**config.mk**
```make
export PLATFORM = sky130hd
export DESIGN_NAME = uart_rx_fifo_flat
export DESIGN_NICKNAME = d
export VERILOG_FILES = /design/src/rtl/uart_pkg.sv /design/src/rtl/uart_rx_fifo_if.sv /design/src/rtl/sync_fifo_mem.sv /design/src/rtl/uart_rx_fifo.sv /design/src/flat_wrapper.sv
export SDC_FILE = /design/constraint.sdc
export NUM_CORES = 1
export LEC_CHECK = 0
export BUFFER_PORTS_ARGS = -buffer_cell sky130_fd_sc_hd__buf_2
export CAP_MARGIN = 20
export CORE_ASPECT_RATIO = 0.75
export CORE_MARGIN = 1.5
export CORE_UTILIZATION = 51
export CTS_CLUSTER_SIZE = 12
export DETAILED_ROUTE_END_ITERATION = 8
export GPL_ROUTABILITY_DRIVEN = 0
export GPL_TIMING_DRIVEN = 0
export PLACE_DENSITY = 0.76
export SKIP_CTS_REPAIR_TIMING = 1
export SYNTH_ARGS = -nofsm -noshare
export SYNTH_HDL_FRONTEND = slang
export SYNTH_SLANG_ARGS = --single-unit
```
**constraint.sdc**
```tcl
create_clock -name clk -period 4.2 [get_ports clk]
set_clock_uncertainty 0.15 [all_clocks]
set_input_delay 0.84 -clock clk [delete_from_list [all_inputs] [get_ports clk]]
set_output_delay 0.84 -clock clk [all_outputs]
set_load 0.005 [all_outputs]
```
**src/rtl/uart_pkg.sv**
```systemverilog
// Shared UART constants and the receive-FIFO entry layout.
package uart_pkg;
    localparam int UART_DATA_BITS = 8;
    localparam int RX_ENTRY_W     = 10;
    localparam int RX_TIMEOUT_OS  = 640;

    typedef struct packed {
        logic                      frame_err;
        logic                      parity_err;
        logic [UART_DATA_BITS-1:0] data;
    } rx_entry_t;
endpackage

```
**src/rtl/uart_rx_fifo_if.sv**
```systemverilog
// Character handshake between the UART receiver, the RX FIFO and the host side.
interface uart_rx_fifo_if;
    import uart_pkg::*;

    logic                      in_valid;
    logic                      in_ready;
    logic [UART_DATA_BITS-1:0] in_data;
    logic                      in_parity_err;
    logic                      in_frame_err;
    logic                      out_valid;
    logic                      out_ready;
    logic [UART_DATA_BITS-1:0] out_data;
    logic                      out_parity_err;
    logic                      out_frame_err;

    // slave is the FIFO; master drives characters in and pops them out
    modport slave (
        input  in_valid, in_data, in_parity_err, in_frame_err, out_ready,
        output in_ready, out_valid, out_data, out_parity_err, out_frame_err
    );
    modport master (
        output in_valid, in_data, in_parity_err, in_frame_err, out_ready,
        input  in_ready, out_valid, out_data, out_parity_err, out_frame_err
    );
endinterface

```
**src/rtl/sync_fifo_mem.sv**
```systemverilog
// DEPTH x W register array: synchronous write, asynchronous read.
module sync_fifo_mem #(
    parameter  int DEPTH = 16,
    parameter  int W     = 10,
    localparam int AW    = $clog2(DEPTH)
) (
    input  logic          clk,
    input  logic          reset,
    input  logic          we,
    input  logic [AW-1:0] waddr,
    input  logic [W-1:0]  wdata,
    input  logic [AW-1:0] raddr,
    output logic [W-1:0]  rdata
);
    logic [W-1:0] mem [DEPTH];

    // Cleared on reset so the head reads zero and no stale character survives.
    always_ff @(posedge clk) begin
        if (reset) begin
            for (int i = 0; i < DEPTH; i++) mem[i] <= '0;
        end else if (we) begin
            mem[waddr] <= wdata;
        end
    end

    assign rdata = mem[raddr];
endmodule

```
**src/rtl/uart_rx_fifo.sv**
```systemverilog
// First-word-fall-through receive buffer with occupancy, overrun and idle-timeout status.
module uart_rx_fifo
    import uart_pkg::*;
#(
    parameter  int DEPTH      = 16,
    parameter  int THRESH     = 8,
    parameter  int TIMEOUT_OS = RX_TIMEOUT_OS,
    localparam int CW         = $clog2(DEPTH) + 1
) (
    input  logic          clk,
    input  logic          reset,
    input  logic          oversample_tick,
    uart_rx_fifo_if.slave rx,
    output logic [CW-1:0] count,
    output logic          empty,
    output logic          full,
    output logic          almost_full,
    output logic          overrun,
    input  logic          overrun_clr,
    output logic          rx_timeout
);
    localparam int AW = $clog2(DEPTH);
    localparam int TW = $clog2(TIMEOUT_OS + 1);
    localparam logic [CW-1:0] DEPTH_C  = CW'(DEPTH);
    localparam logic [CW-1:0] THRESH_C = CW'(THRESH);
    localparam logic [TW-1:0] TO_C     = TW'(TIMEOUT_OS);

    logic [AW-1:0] wr_ptr, rd_ptr;
    logic [TW-1:0] idle_cnt;
    logic          ready_q;
    logic          push, pop, wr_en, drop;
    rx_entry_t     wr_entry, head;

    assign push  = rx.in_valid && ready_q;
    assign pop   = !empty && rx.out_ready;
    // A full FIFO still accepts when the head leaves in the same cycle.
    assign wr_en = push && (!full || pop);
    assign drop  = push && full && !pop;

    assign wr_entry = '{frame_err: rx.in_frame_err, parity_err: rx.in_parity_err, data: rx.in_data};

    sync_fifo_mem #(.DEPTH(DEPTH), .W(RX_ENTRY_W)) u_mem (
        .clk   (clk),
        .reset (reset),
        .we    (wr_en),
        .waddr (wr_ptr),
        .wdata (wr_entry),
        .raddr (rd_ptr),
        .rdata (head)
    );

    always_ff @(posedge clk) begin
        if (reset) begin
            ready_q  <= 1'b0;
            wr_ptr   <= '0;
            rd_ptr   <= '0;
            count    <= '0;
            overrun  <= 1'b0;
            idle_cnt <= '0;
        end else begin
            ready_q <= 1'b1;
            if (wr_en) wr_ptr <= wr_ptr + AW'(1);
            if (pop)   rd_ptr <= rd_ptr + AW'(1);
            case ({wr_en, pop})
                2'b10:   count <= count + CW'(1);
                2'b01:   count <= count - CW'(1);
                default: count <= count;
            endcase
            if (drop)             overrun <= 1'b1;
            else if (overrun_clr) overrun <= 1'b0;
            // Any traffic, or nothing to report, restarts the idle measurement.
            if (push || pop || empty)
                idle_cnt <= '0;
            else if (oversample_tick && idle_cnt != TO_C)
                idle_cnt <= idle_cnt + TW'(1);
        end
    end

    assign empty       = (count == '0);
    assign full        = (count == DEPTH_C);
    assign almost_full = (count >= THRESH_C);
    assign rx_timeout  = (idle_cnt == TO_C) && !empty;

    assign rx.in_ready       = ready_q;
    assign rx.out_valid      = !empty;
    assign rx.out_data       = head.data;
    assign rx.out_parity_err = head.parity_err;
    assign rx.out_frame_err  = head.frame_err;
endmodule

```
**src/flat_wrapper.sv**
```systemverilog
// flat-port wrapper written by rule: the top's interface ports become plain ports
module uart_rx_fifo_flat import uart_pkg::*;
#(
    parameter  int DEPTH      = 16,
    parameter  int THRESH     = 8,
    parameter  int TIMEOUT_OS = RX_TIMEOUT_OS,
    localparam int CW         = $clog2(DEPTH) + 1
)
  (clk, reset, oversample_tick, count, empty, full, almost_full, overrun, overrun_clr, rx_timeout, rx_in_valid, rx_in_data, rx_in_parity_err, rx_in_frame_err, rx_out_ready, rx_in_ready, rx_out_valid, rx_out_data, rx_out_parity_err, rx_out_frame_err);
  uart_rx_fifo_if rx_i ();
  input  logic clk;
  input  logic reset;
  input  logic oversample_tick;
  output logic [CW-1:0] count;
  output logic empty;
  output logic full;
  output logic almost_full;
  output logic overrun;
  input  logic overrun_clr;
  output logic rx_timeout;
  input wire logic [$bits(rx_i.in_valid)-1:0] rx_in_valid;
  input wire logic [$bits(rx_i.in_data)-1:0] rx_in_data;
  input wire logic [$bits(rx_i.in_parity_err)-1:0] rx_in_parity_err;
  input wire logic [$bits(rx_i.in_frame_err)-1:0] rx_in_frame_err;
  input wire logic [$bits(rx_i.out_ready)-1:0] rx_out_ready;
  output wire logic [$bits(rx_i.in_ready)-1:0] rx_in_ready;
  output wire logic [$bits(rx_i.out_valid)-1:0] rx_out_valid;
  output wire logic [$bits(rx_i.out_data)-1:0] rx_out_data;
  output wire logic [$bits(rx_i.out_parity_err)-1:0] rx_out_parity_err;
  output wire logic [$bits(rx_i.out_frame_err)-1:0] rx_out_frame_err;
  assign rx_i.in_valid = rx_in_valid;
  assign rx_i.in_data = rx_in_data;
  assign rx_i.in_parity_err = rx_in_parity_err;
  assign rx_i.in_frame_err = rx_in_frame_err;
  assign rx_i.out_ready = rx_out_ready;
  assign rx_in_ready = rx_i.in_ready;
  assign rx_out_valid = rx_i.out_valid;
  assign rx_out_data = rx_i.out_data;
  assign rx_out_parity_err = rx_i.out_parity_err;
  assign rx_out_frame_err = rx_i.out_frame_err;
  uart_rx_fifo #(.DEPTH(DEPTH), .THRESH(THRESH), .TIMEOUT_OS(TIMEOUT_OS)) u_core (.clk(clk), .reset(reset), .oversample_tick(oversample_tick), .rx(rx_i), .count(count), .empty(empty), .full(full), .almost_full(almost_full), .overrun(overrun), .overrun_clr(overrun_clr), .rx_timeout(rx_timeout));
endmodule
```
## Word-level counts from Yosys, hierarchy flattened

Memories as Yosys holds them, arrays and structs flattened. A register that Yosys moved wholly into a read port is not among the register bits.
Index checks and enable logic that the tools add are counted.

- Memories kept: 1
- Bits in registers: 25
- RAM bits: 160
- Word-level logic and storage cells: 50
- Bits of input ports: 16

- $add $sub $neg: 5
- Mux-type cells: 14
- Reduce and logical (&&, ||, !) cells: 18
- Order comparisons: 1
- Equal/unequal tests: 5

Memory list:

| name | depth | width | read ports | clocked after Yosys merged registers in | write ports | line | text |
|---|---|---|---|---|---|---|---|
| u_core.u_mem.mem | 16 | 10 | 1 | 1 | 16 | sync_fifo_mem.sv:15 | `logic [W-1:0] mem [DEPTH];` |

Operators by type and width:

| kind | count |
|---|---|
| $mux 4 | 3 |
| $add 10x1->10 const B | 1 |
| $eq 10x10->1 const B | 1 |
| $mux 10 | 1 |
| $ne 10x10->1 const B | 1 |
| $pmux 5 s2 | 1 |
| $reduce_or 10->1 | 1 |
| $mux 1 | 9 |
| $add 4x1->4 const B | 2 |
| $logic_and 1x1->1 | 7 |
| $add 5x1->5 const B | 1 |
| $eq 5x5->1 const B | 1 |
| $ge 5x4->1 const B | 1 |
| $logic_not 5->1 | 1 |
| $sub 5x1->5 const B | 1 |
| $reduce_bool 2->1 | 2 |
| $logic_not 1->1 | 3 |
| $logic_or 1x1->1 | 3 |
| $eq 2x1->1 const B | 1 |
| $eq 2x2->1 const B | 1 |
| $reduce_or 2->1 | 1 |

## Longest topological paths before layout

Gate-level depths: netlist (run 1).

- Depth in word-level cells: 10
- Gate-level depth with buffers: 9
- Gate-level depth less buffers: 8

## By module

From an unflattened synthesis (run 1), not the netlist that was laid out.

- Cells, all modules: 624
- Area, all modules: 8673.3 sq um

By module, submodules not included:

| module | times used | area each (sq um) | cells each | sequential area each (sq um) |
|---|---|---|---|---|
| sync_fifo_mem | 1 | 7312.0 | 473 | 4804.6 |
| uart_rx_fifo | 1 | 1361.3 | 151 | 500.5 |

## Worst setup path after synthesis (run 1)

OpenSTA, ideal clock, no wires.

- Path type: input port to flip-flop
- Start: input port rx_out_ready
- End: register u_core.count[4]
- Setup slack: 1407 ps
- Path buffers: 0
- Stages: 8
- Arrival time: 2520 ps
- Path through: a21boi_2 -> a21boi_2 -> xor2_1 -> ha_1 -> or3_2 -> a21oi_1 -> a21oi_1 -> mux2_1

- Word-level cells in the longest chain between the ends: 5
- Elaborated cells between the ends (all ways): 7

RTL lines:

| element | line | text |
|---|---|---|
| start: declaration | flat_wrapper.sv:25 | `input wire logic [$bits(rx_i.out_ready)-1:0] rx_out_ready;` |
| $logic_and 1x1->1 (*) | uart_rx_fifo.sv:35 | `assign pop = !empty && rx.out_ready;` |
| $logic_or 1x1->1 | uart_rx_fifo.sv:37 | `assign wr_en = push && (!full \|\| pop);` |
| $logic_and 1x1->1 | uart_rx_fifo.sv:37 |  |
| $eq 2x1->1 or $eq 2x2->1 (tied branches) | uart_rx_fifo.sv:64 | `case ({wr_en, pop})` |
| $pmux 5 s2 or $reduce_bool 2->1 (tied branches) | - |  |
| end signal: assignment | uart_rx_fifo.sv:65 | `2'b10: count <= count + CW'(1);` |
| end signal: assignment | uart_rx_fifo.sv:66 | `2'b01: count <= count - CW'(1);` |
| end signal: assignment | uart_rx_fifo.sv:67 | `default: count <= count;` |
| end: declaration | uart_rx_fifo.sv:14 | `output logic [CW-1:0] count,` |

Mark *: on every way between the ends. The rest lies on a longest branch, timed or not.
A chain may end at the register's enable or synchronous reset.

==> reports/metrics.yaml, run 1 <==
outcome: "finished, violations left"
violations: "design-rule violations"
utilization: 0.599
synthCells: 595
vdd_ir_drop_max_mv: 0.294
worstPathRequired_ns: 3.21
r2r_start: "u_core.count[2]"
powerDensity_mw_per_mm2: 493
yosys.area.top_type: "edfxtp_1"
track_usage: 0.225
synth_top_family_by_area: "simple AND/OR/NAND/NOR gates"
routed_wl_mm: 18.7
cp_max_fo: 10
layout-drive-gt1-share: 0.223
fmax_ghz: 0.278
htreeDepth: 4
dp_hpwl_mm: 13.3
syn2layout_area_growth_pct: 12.8
finalWorstPathRequiredPeriod_ns: 3.60
reg2regPathDepth: 8
hold_path_end: "u_core.rd_ptr[1]"
final_cell_mix: "and2_1 (161), edfxtp_1 (160), mux4_2 (50)"
antenna_found_initial: 0
firstDrtPassIters: 7
synth_nets: 620
dp.cells: 852
start_kind: "flip-flop"
cts_tree: "built"
path_cells: "clkbuf_1 > buf_2 > mux4_2 > mux4_2 > buf_2"
r2r-end: "u_core.count[4]"
initial_core_util: 0.531
placed_area_mm2: 0.00916
synth_area_leaders: "edfxtp_1 (56%), mux4_2 (13%), and2_1 (12%)"
worst_pin_slew_ns: 1.08
yosysUniqueCellTypes: 41
syn_area_per_cell_um2: 14.5
r2r_setup_slack_ns: 1.40
min_period_over_period: 0.858
syn-cell-area_mm2: 0.00863
ctsLongestPathBuffers: 2
setup_viol: 0
vias: 5035
drcViolationCount: 2
cellLeakagePower_nw: 3.55
synthXorXnorAreaFrac: 0.0172
antenna-diode-count: 0
seq_area_frac_synth: 0.624
grt_start_max_net_pins: 19
fin_nets: 686
synth_adder_area_share: 0.0130
n_fill_cell: 1244
synth_top_cell_area_share: 0.557
timing.slew.headroom: 0.276
synthFlopType: "edfxtp_1"
arrival_ns: 2.61
yosys_warnings: 0
setup_tns_ns: 0
holdPathStages: 2
via_per_inst: 5.70
slowest_delay_ns: 0.61
clk_latency_ns: 0.43
drv_cap: 0
place.port_buffers: 37
synth_edf_count: 160
clkTransAtPathRegs_ns: 0.07
core_mm2: 0.0163
crit_slowest_cell: "mux4_2"
critPathKind: "flip-flop to output port"
multi_input_area_mm2: 0.00308
final-hold-violation-count: 0
slew_viol_final: 0
io_pins: 38
instances_no_fill: 884
wl_per_cell_um: 21.2
grt_pass1_wl_mm: 28.8
numCtsBuffers: 17
grt_pass1_vias: 4991
layout_commonest_cell: "and2_1"
gr-total-overflow: 0
min-delay-start: "u_core.rd_ptr[1]"
cp-end-kind: "output port"
drt_iter0_drc: 571
die_y_um: 116
final-seq-area_mm2: 0.00539
root_buffer: "clkbuf_16"
die_w_um: 153
ant_nets: 0
synth_compound_area_frac: 0.0249
rows: 40
synthArstFlopShare: 0
fin_area_mm2: 0.00974
synth_simple_gate_area_frac: 0.167
rsz0062_at_grt: "false"
synthMuxAreaShare: 0.134
dieArea_mm2: 0.0177
hp-class: "flip-flop to flip-flop"
ys_ff_latch: 189
cts_sinks: 189
## power by group
group | internal (mW) | switching, mW | leakage, nW
clock | 0.839 | 0.747 | 0.276
combinational | 0.497 | 0.534 | 1.38
sequential | 2.12 | 0.0608 | 1.89
total | 3.46 | 1.34 | 3.55
## Yosys cell counts (6+ instances only)
| master | n |
|---|---|
| a21oi_1 | 9 |
| and2_1 | 161 |
| clkbuf_1 | 24 |
| dfxtp_1 | 29 |
| edfxtp_1 | 160 |
| ha_1 | 9 |
| inv_1 | 10 |
| mux4_2 | 50 |
| nand2_1 | 15 |
| nand4_1 | 6 |
| nor2_1 | 46 |
| nor3_1 | 6 |
| o21ai_0 | 13 |
| xor2_1 | 12 |
## worst max-delay path by stage
stage	startpoint	to	slack (ns)	depth (start not counted)
detailed placement	flip-flop	rx_out_data[0]	1.03	5
global route	flip-flop	rx_out_data[0]	0.46	5
floorplan	rx_out_ready	u_core.count[4]	1.41	8
global placement	rx_out_ready	u_core.u_mem.mem[4][9]	0.56	5
CTS	flip-flop	rx_out_data[0]	0.55	5
finish	flip-flop	rx_out_data[0]	0.60	5
## flip-flops by register name, summed over array words and instances (netlist names), named ones only
signal	count
u_core.u_mem.mem	160
u_core.idle_cnt	10
u_core.rd_ptr	4
u_core.rx.in_ready	1
u_core.overrun	1
u_core.wr_ptr	4
u_core.count	5
## layer usage
metal | part of all wire | wire length [um] | track usage
met2 | 0.47 | 8810 | 0.359
met4 | 0.015 | 272 | 0.0542
met5 | 0 | 0 | 0
met1 | 0.42 | 7910 | 0.305
met3 | 0.092 | 1720 | 0.0714
## stage by stage
| stage | worst slack [ns] | total power, mW | hold WS (ns) |
|---|---|---|---|
| final | 0.598 | 4.80 | 0.356 |
| after global routing | 0.455 | 4.99 | 0.391 |
| after CTS | 0.552 | 4.82 | 0.353 |
| after detailed placement | 1.03 | 3.26 | 0.343 |
| after global placement | 0.560 | 3.23 | 0.318 |
| after floorplan | 1.41 | 2.93 | 0.314 |
## kinds of logic after synthesis
| group | after synthesis |
|---|---|
| simple gates | 252 |
| flops | 189 |
| mux | 53 |
| buf+inv | 42 |
| compound gates | 33 |
| xor+xnor | 17 |
| fa+ha+maj | 9 |
## cell type report
cell class | count | area share
buffer | 32 | 0.0135
clock buffer | 17 | 0.0437
clock inverter | 15 | 0.0159
inverter | 10 | 0.00386
multi-input combinational | 364 | 0.316
sequential | 189 | 0.553
tap | 210 | 0.0270
timing repair buffer | 47 | 0.0267
## critical path, delay by kind of cell (launching register included)
kind | cells | cell delay, ns
buffers and inverters | 3 | 0.72
flip-flops | 1 | 0.31
multiplexers | 2 | 1.15
Power figures use the tool's default switching activity.
==> inputs of run 2 (changes only) <==
--- a/config.mk
+++ b/config.mk
@@ -15,6 +15,7 @@
 export GPL_ROUTABILITY_DRIVEN = 0
 export GPL_TIMING_DRIVEN = 0
 export PLACE_DENSITY = 0.76
+export RECOVER_POWER = 100
 export SKIP_CTS_REPAIR_TIMING = 1
 export SYNTH_ARGS = -nofsm -noshare
 export SYNTH_HDL_FRONTEND = slang
==> reports/metrics.yaml, run 2 (same netlist as run 1, synthesis figures left out) <==
outcome: "finished, violations left"
violations: "design-rule violations, max-capacitance violations, max-slew violations"
track_usage: 0.225
ctsLongestPathBuffers: 2
vdd_ir_drop_max_mv: 0.296
fmax_ghz: 0.275
htreeDepth: 4
clkTransAtPathRegs_ns: 0.07
slew_viol_final: 22
place_ws_ns: 1.03
critPathKind: "flip-flop to output port"
rsz0062_at_grt: "false"
grt_pass1_vias: 4991
grt_pass1_wl_mm: 28.8
drt_iter0_drc: 543
dieArea_mm2: 0.0177
initial_core_util: 0.531
drv_cap: 2
largest-register: "u_core.u_mem.mem"
grt_use_met1: 0.305
rows: 40
setup_ws_ns: 0.570
r2r_start: "u_core.count[1]"
cts_tree: "built"
grt_start_max_net_pins: 19
ant_nets: 0
powerDensity_mw_per_mm2: 492
setup_viol: 0
grt-busiest-layer: "met2"
layout-drive-gt1-share: 0.171
gr-total-overflow: 0
fin_nets: 686
finalWorstPathRequiredPeriod_ns: 3.63
routed_wl_mm: 18.8
arrival_ns: 2.64
cp_max_fo: 10
drcViolationCount: 2
cellLeakagePower_nw: 3.34
met2_usage: 0.359
cp_top_family: "multiplexers"
slowest_delay_ns: 0.62
core_mm2: 0.0163
largest_register_ff_count: 160
firstDrtPassIters: 7
io_pins: 38
setup_tns_ns: 0
antenna_found_initial: 0
syn2layout_area_growth_pct: 11.6
cts_sinks: 189
path_buf_inv: 3
antenna-diode-count: 0
dp_hpwl_mm: 13.3
numCtsBuffers: 17
top_regs: "u_core.u_mem.mem (160), u_core.idle_cnt (10), u_core.count (5)"
timing.slew.headroom: -0.131
min-delay-start: "u_core.overrun"
die_w_um: 153
worst_pin_slew_ns: 1.68
vias: 5048
place.port_buffers: 37
min_period_over_period: 0.864
crit_slowest_cell: "mux4_2"
final_cell_mix: "edfxtp_1 (160), and2_0 (106), and2_1 (55)"
crit_top_cell: "mux4_2"
final-hold-violation-count: 0
path_cells: "clkbuf_1 > clkbuf_2 > mux4_2 > mux4_2 > buf_1"
root_buffer: "clkbuf_16"
clk_latency_ns: 0.43
wl_per_cell_um: 21.3
grtUsageMet3: 0.0714
cp-end-kind: "output port"
layout_commonest_cell: "edfxtp_1"
start_kind: "flip-flop"
hp-class: "flip-flop to flip-flop"
die_y_um: 116
via_per_inst: 5.71
worstPathRequired_ns: 3.21
-- run 2: changes by cell type in the layout (fill, tap and decap cells not counted), moves of 4 or more --
cell | before | now
or2_2 | 5 | 1
clkbuf_1 | 24 | 45
or2_0 | 0 | 4
o21ai_1 | 12 | 0
and2_0 | 0 | 106
buf_4 | 11 | 0
o21ai_0 | 1 | 14
buf_2 | 42 | 29
and2_1 | 161 | 55
-- run 2: final timing paths --
path	endpoint	slack, ns	depth (start not counted)
worst max-delay path	rx_out_data[0]	0.57	5
worst min-delay path	u_core.overrun	0.36	2
worst max register to register	u_core.count[4]	0.77	9
worst min register to register	u_core.overrun	0.36	2
-- run 2: metal layers --
metal  vias to the layer above  wire (um)
li1                       2288          -
met1                      2554       7990
met2                       188       8900
met3                        18       1710
met4                         0        231
met5                         -          0
-- run 2: power by group --
part | switching, mW | internal [mW]
clock network | 0.746 | 0.839
registers | 0.0541 | 2.12
logic | 0.525 | 0.458
-- run 2: layout make-up --
cell class / count / area [um^2]
fill: 1264 / 6630
inverter: 10 / 37.5
timing repair buffer: 47 / 210
multi-input combinational: 364 / 3040
clock buffer: 17 / 425
buffer: 32 / 125
sequential: 189 / 5390
tap: 210 / 263
clock inverter: 15 / 155
-- run 2: worst min-delay path, delay by kind of cell (launching register included) --
| family | cells | cell delay (ns) |
|---|---|---|
| AO/OA/AOI/OAI | 1 | 0.06 |
| flip-flops | 1 | 0.33 |
| AND/OR/NAND/NOR | 1 | 0.08 |
-- run 2: through the flow --
stage / cells / instance area [um^2] / power (mW) / hold slack (ns) / util
after floorplan: 595 / 8630 / 2.93 / 0.314 / -
after global placement: 842 / 9080 / 3.23 / 0.318 / 0.558
after detailed placement: 852 / 9160 / 3.26 / 0.343 / 0.563
after CTS: 884 / 9740 / 4.82 / 0.353 / 0.599
after global routing: 884 / 9640 / 4.93 / 0.394 / 0.592
final: 884 / 9640 / 4.74 / 0.361 / 0.592
==> inputs of run 3 (changes only) <==
--- a/config.mk
+++ b/config.mk
@@ -5,6 +5,7 @@
 export SDC_FILE = /design/constraint.sdc
 export NUM_CORES = 1
 export LEC_CHECK = 0
+export ABC_AREA = 1
 export BUFFER_PORTS_ARGS = -buffer_cell sky130_fd_sc_hd__buf_2
 export CAP_MARGIN = 20
 export CORE_ASPECT_RATIO = 0.75
@@ -14,8 +15,10 @@
 export DETAILED_ROUTE_END_ITERATION = 8
 export GPL_ROUTABILITY_DRIVEN = 0
 export GPL_TIMING_DRIVEN = 0
+export MAX_ROUTING_LAYER = met4
 export PLACE_DENSITY = 0.76
 export RECOVER_POWER = 100
+export SETUP_SLACK_MARGIN = 0.4
 export SKIP_CTS_REPAIR_TIMING = 1
 export SYNTH_ARGS = -nofsm -noshare
 export SYNTH_HDL_FRONTEND = slang
==> reports/metrics.yaml, run 3 <==
outcome: "finished clean"
instances_no_fill: 1149
root_buffer: "clkbuf_16"
powerDensity_mw_per_mm2: 492
seq_area_frac_synth: 0.612
cp_top_family: "buffers and inverters"
reg2regPathDepth: 9
clkTransAtPathRegs_ns: 0.07
rows: 41
yosys.cell_count.top_type: "nor2_1"
vdd_ir_drop_max_mv: 0.320
r2r_start: "u_core.count[0]"
yosysUniqueCellTypes: 28
place.port_buffers: 37
rsz0062_at_grt: "false"
finalWorstPathRequiredPeriod_ns: 3.75
holdPathStages: 2
start_kind: "flip-flop"
slew_viol_final: 0
synth_simple_gate_area_frac: 0.141
clk_latency_ns: 0.44
netlist_top_cells_count: "nor2_1 (174), edfxtp_1 (160), inv_1 (93)"
synthArstFlopShare: 0
ant_nets: 0
antenna_found_initial: 0
synthXorXnorAreaFrac: 0.00199
r2r_setup_slack_ns: 1.15
syn2layout_area_growth_pct: 10.3
critPathKind: "flip-flop to output port"
synthMuxAreaShare: 0.0455
via_per_inst: 5.67
arrival_ns: 2.76
drt_iter0_drc: 933
synthFlopType: "edfxtp_1"
crit_end: "rx_out_data[5]"
synth_edf_count: 160
slowest_delay_ns: 0.43
yosys.area.top_type: "edfxtp_1"
synth_top_cell_area_share: 0.546
antenna-diode-count: 0
cp_max_fo: 10
timing.slew.headroom: 0.434
largest_register_ff_count: 160
dp.cells: 1117
htreeDepth: 4
routed_wl_mm: 22.3
initial_core_util: 0.523
syn_area_per_cell_um2: 10.2
fin_nets: 946
yosys_warnings: 0
io_pins: 38
synth_adder_area_share: 0.0128
synth_area_leaders: "edfxtp_1 (55%), nor2_1 (7.4%), dfxtp_1 (6.6%)"
final-hold-violation-count: 0
cts_tree: "built"
drv_cap: 0
r2r-end: "u_core.u_mem.mem[6][2]"
worst_pin_slew_ns: 0.849
wl_per_cell_um: 19.4
synth_nets: 890
synth_top_family_by_area: "simple AND/OR/NAND/NOR gates"
numCtsBuffers: 17
track_usage: 0.267
firstDrtPassIters: 6
crit_top_cell: "buf_2"
core_mm2: 0.0168
synthCells: 865
largest-register: "u_core.u_mem.mem"
setup_viol: 0
min_period_over_period: 0.892
ctsLongestPathBuffers: 2
path_cells: "clkbuf_1 > buf_2 > mux2i_1 > o21ai_0 > o211ai_1 > nand2_1 > buf_2"
die_w_um: 155
crit_cells: 7
setup_tns_ns: 0
cellLeakagePower_nw: 3.76
final_cell_mix: "nor2_1 (179), edfxtp_1 (160), inv_1 (93)"
grt_pass1_wl_mm: 33.3
top_regs: "u_core.u_mem.mem (160), u_core.idle_cnt (10), u_core.count (5)"
hp-class: "flip-flop to flip-flop"
worstPathRequired_ns: 3.21
vias: 6519
cts_sinks: 189
drcViolationCount: 0
syn-cell-area_mm2: 0.00879
path_buf_inv: 3
die_y_um: 117
gr-total-overflow: 0
dieArea_mm2: 0.0180
cp-end-kind: "output port"
ys_ff_latch: 189
dp_hpwl_mm: 15.4
crit_slowest_cell: "buf_2"
synth_compound_area_frac: 0.109
grt_start_max_net_pins: 17
grt_pass1_vias: 6090
layout-drive-gt1-share: 0.0814
layout_commonest_cell: "nor2_1"
fmax_ghz: 0.267
## run 3: cell types whose count changed after synthesis, sizes merged, moves of 50 or more
cell / delta
nor2: +143
inv: +83
and2: -161
mux4: -50
o21ai: +54
nand2: +68
## run 3: cells by family (layout without fill, tap and decap cells)
group / Yosys count / after routing
buffers and inverters: 150 / 219
AOI/OAI and AO/OA: 169 / 169
DFF: 189 / 189
and+or+nand+nor: 306 / 306
xor gates and xnor gates: 2 / 2
muxes: 40 / 40
adders and majority gates: 9 / 9
## run 3: cell type report
type | count | area, um^2
multi-input combinational | 526 | 2720
fill | 1463 | 7130
timing repair buffer | 37 | 174
buffer | 55 | 218
clock buffer | 19 | 433
sequential | 189 | 5390
tap | 215 | 269
clock inverter | 13 | 140
inverter | 95 | 357
## run 3: per-stage QoR
stage	util	hold slack, ns	setup slack, ns	instance area [um^2]	power, mW
2_1_floorplan	-	0.304	1.84	8790	2.84
3_3_place_gp	0.550	0.304	1.24	9250	3.17
3_5_place_dp	0.550	0.305	1.21	9250	3.19
4_1_cts	0.584	0.315	0.783	9820	4.74
5_1_grt	0.576	0.338	0.391	9700	4.93
6_report	0.576	0.312	0.453	9700	4.77
## run 3: per-layer routing
| layer | vias up | share of wire | track usage |
|---|---|---|---|
| li1 | 3057 | - | - |
| met3 | 48 | 0.12 | 0.0683 |
| met5 | - | 0 | - |
| met4 | 0 | 0.025 | 0.100 |
| met1 | 3068 | 0.42 | 0.357 |
| met2 | 346 | 0.43 | 0.395 |
## run 3: tightest hold or removal path: stages (launching register included)
cell	delay [ns]
dfxtp_1	0.31
nand2_1	0.06
a21oi_1	0.05
## run 3: worst min-delay path by stage
stage | startpoint | end | slack [ns]
after floorplan | u_core.overrun | u_core.overrun | 0.30
after global placement | u_core.overrun | u_core.overrun | 0.30
after detailed placement | u_core.overrun | u_core.overrun | 0.30
after CTS | u_core.overrun | u_core.overrun | 0.31
after global routing | u_core.overrun | u_core.overrun | 0.34
final | u_core.overrun | u_core.overrun | 0.31
## run 3: power breakdown
group	total, mW	internal, mW	leakage, nW	switching [mW]
registers	2.16	2.12	1.89	0.0449
logic	1.02	0.326	1.60	0.689
clock network	1.59	0.878	0.268	0.711
total	4.77	3.32	3.76	1.45
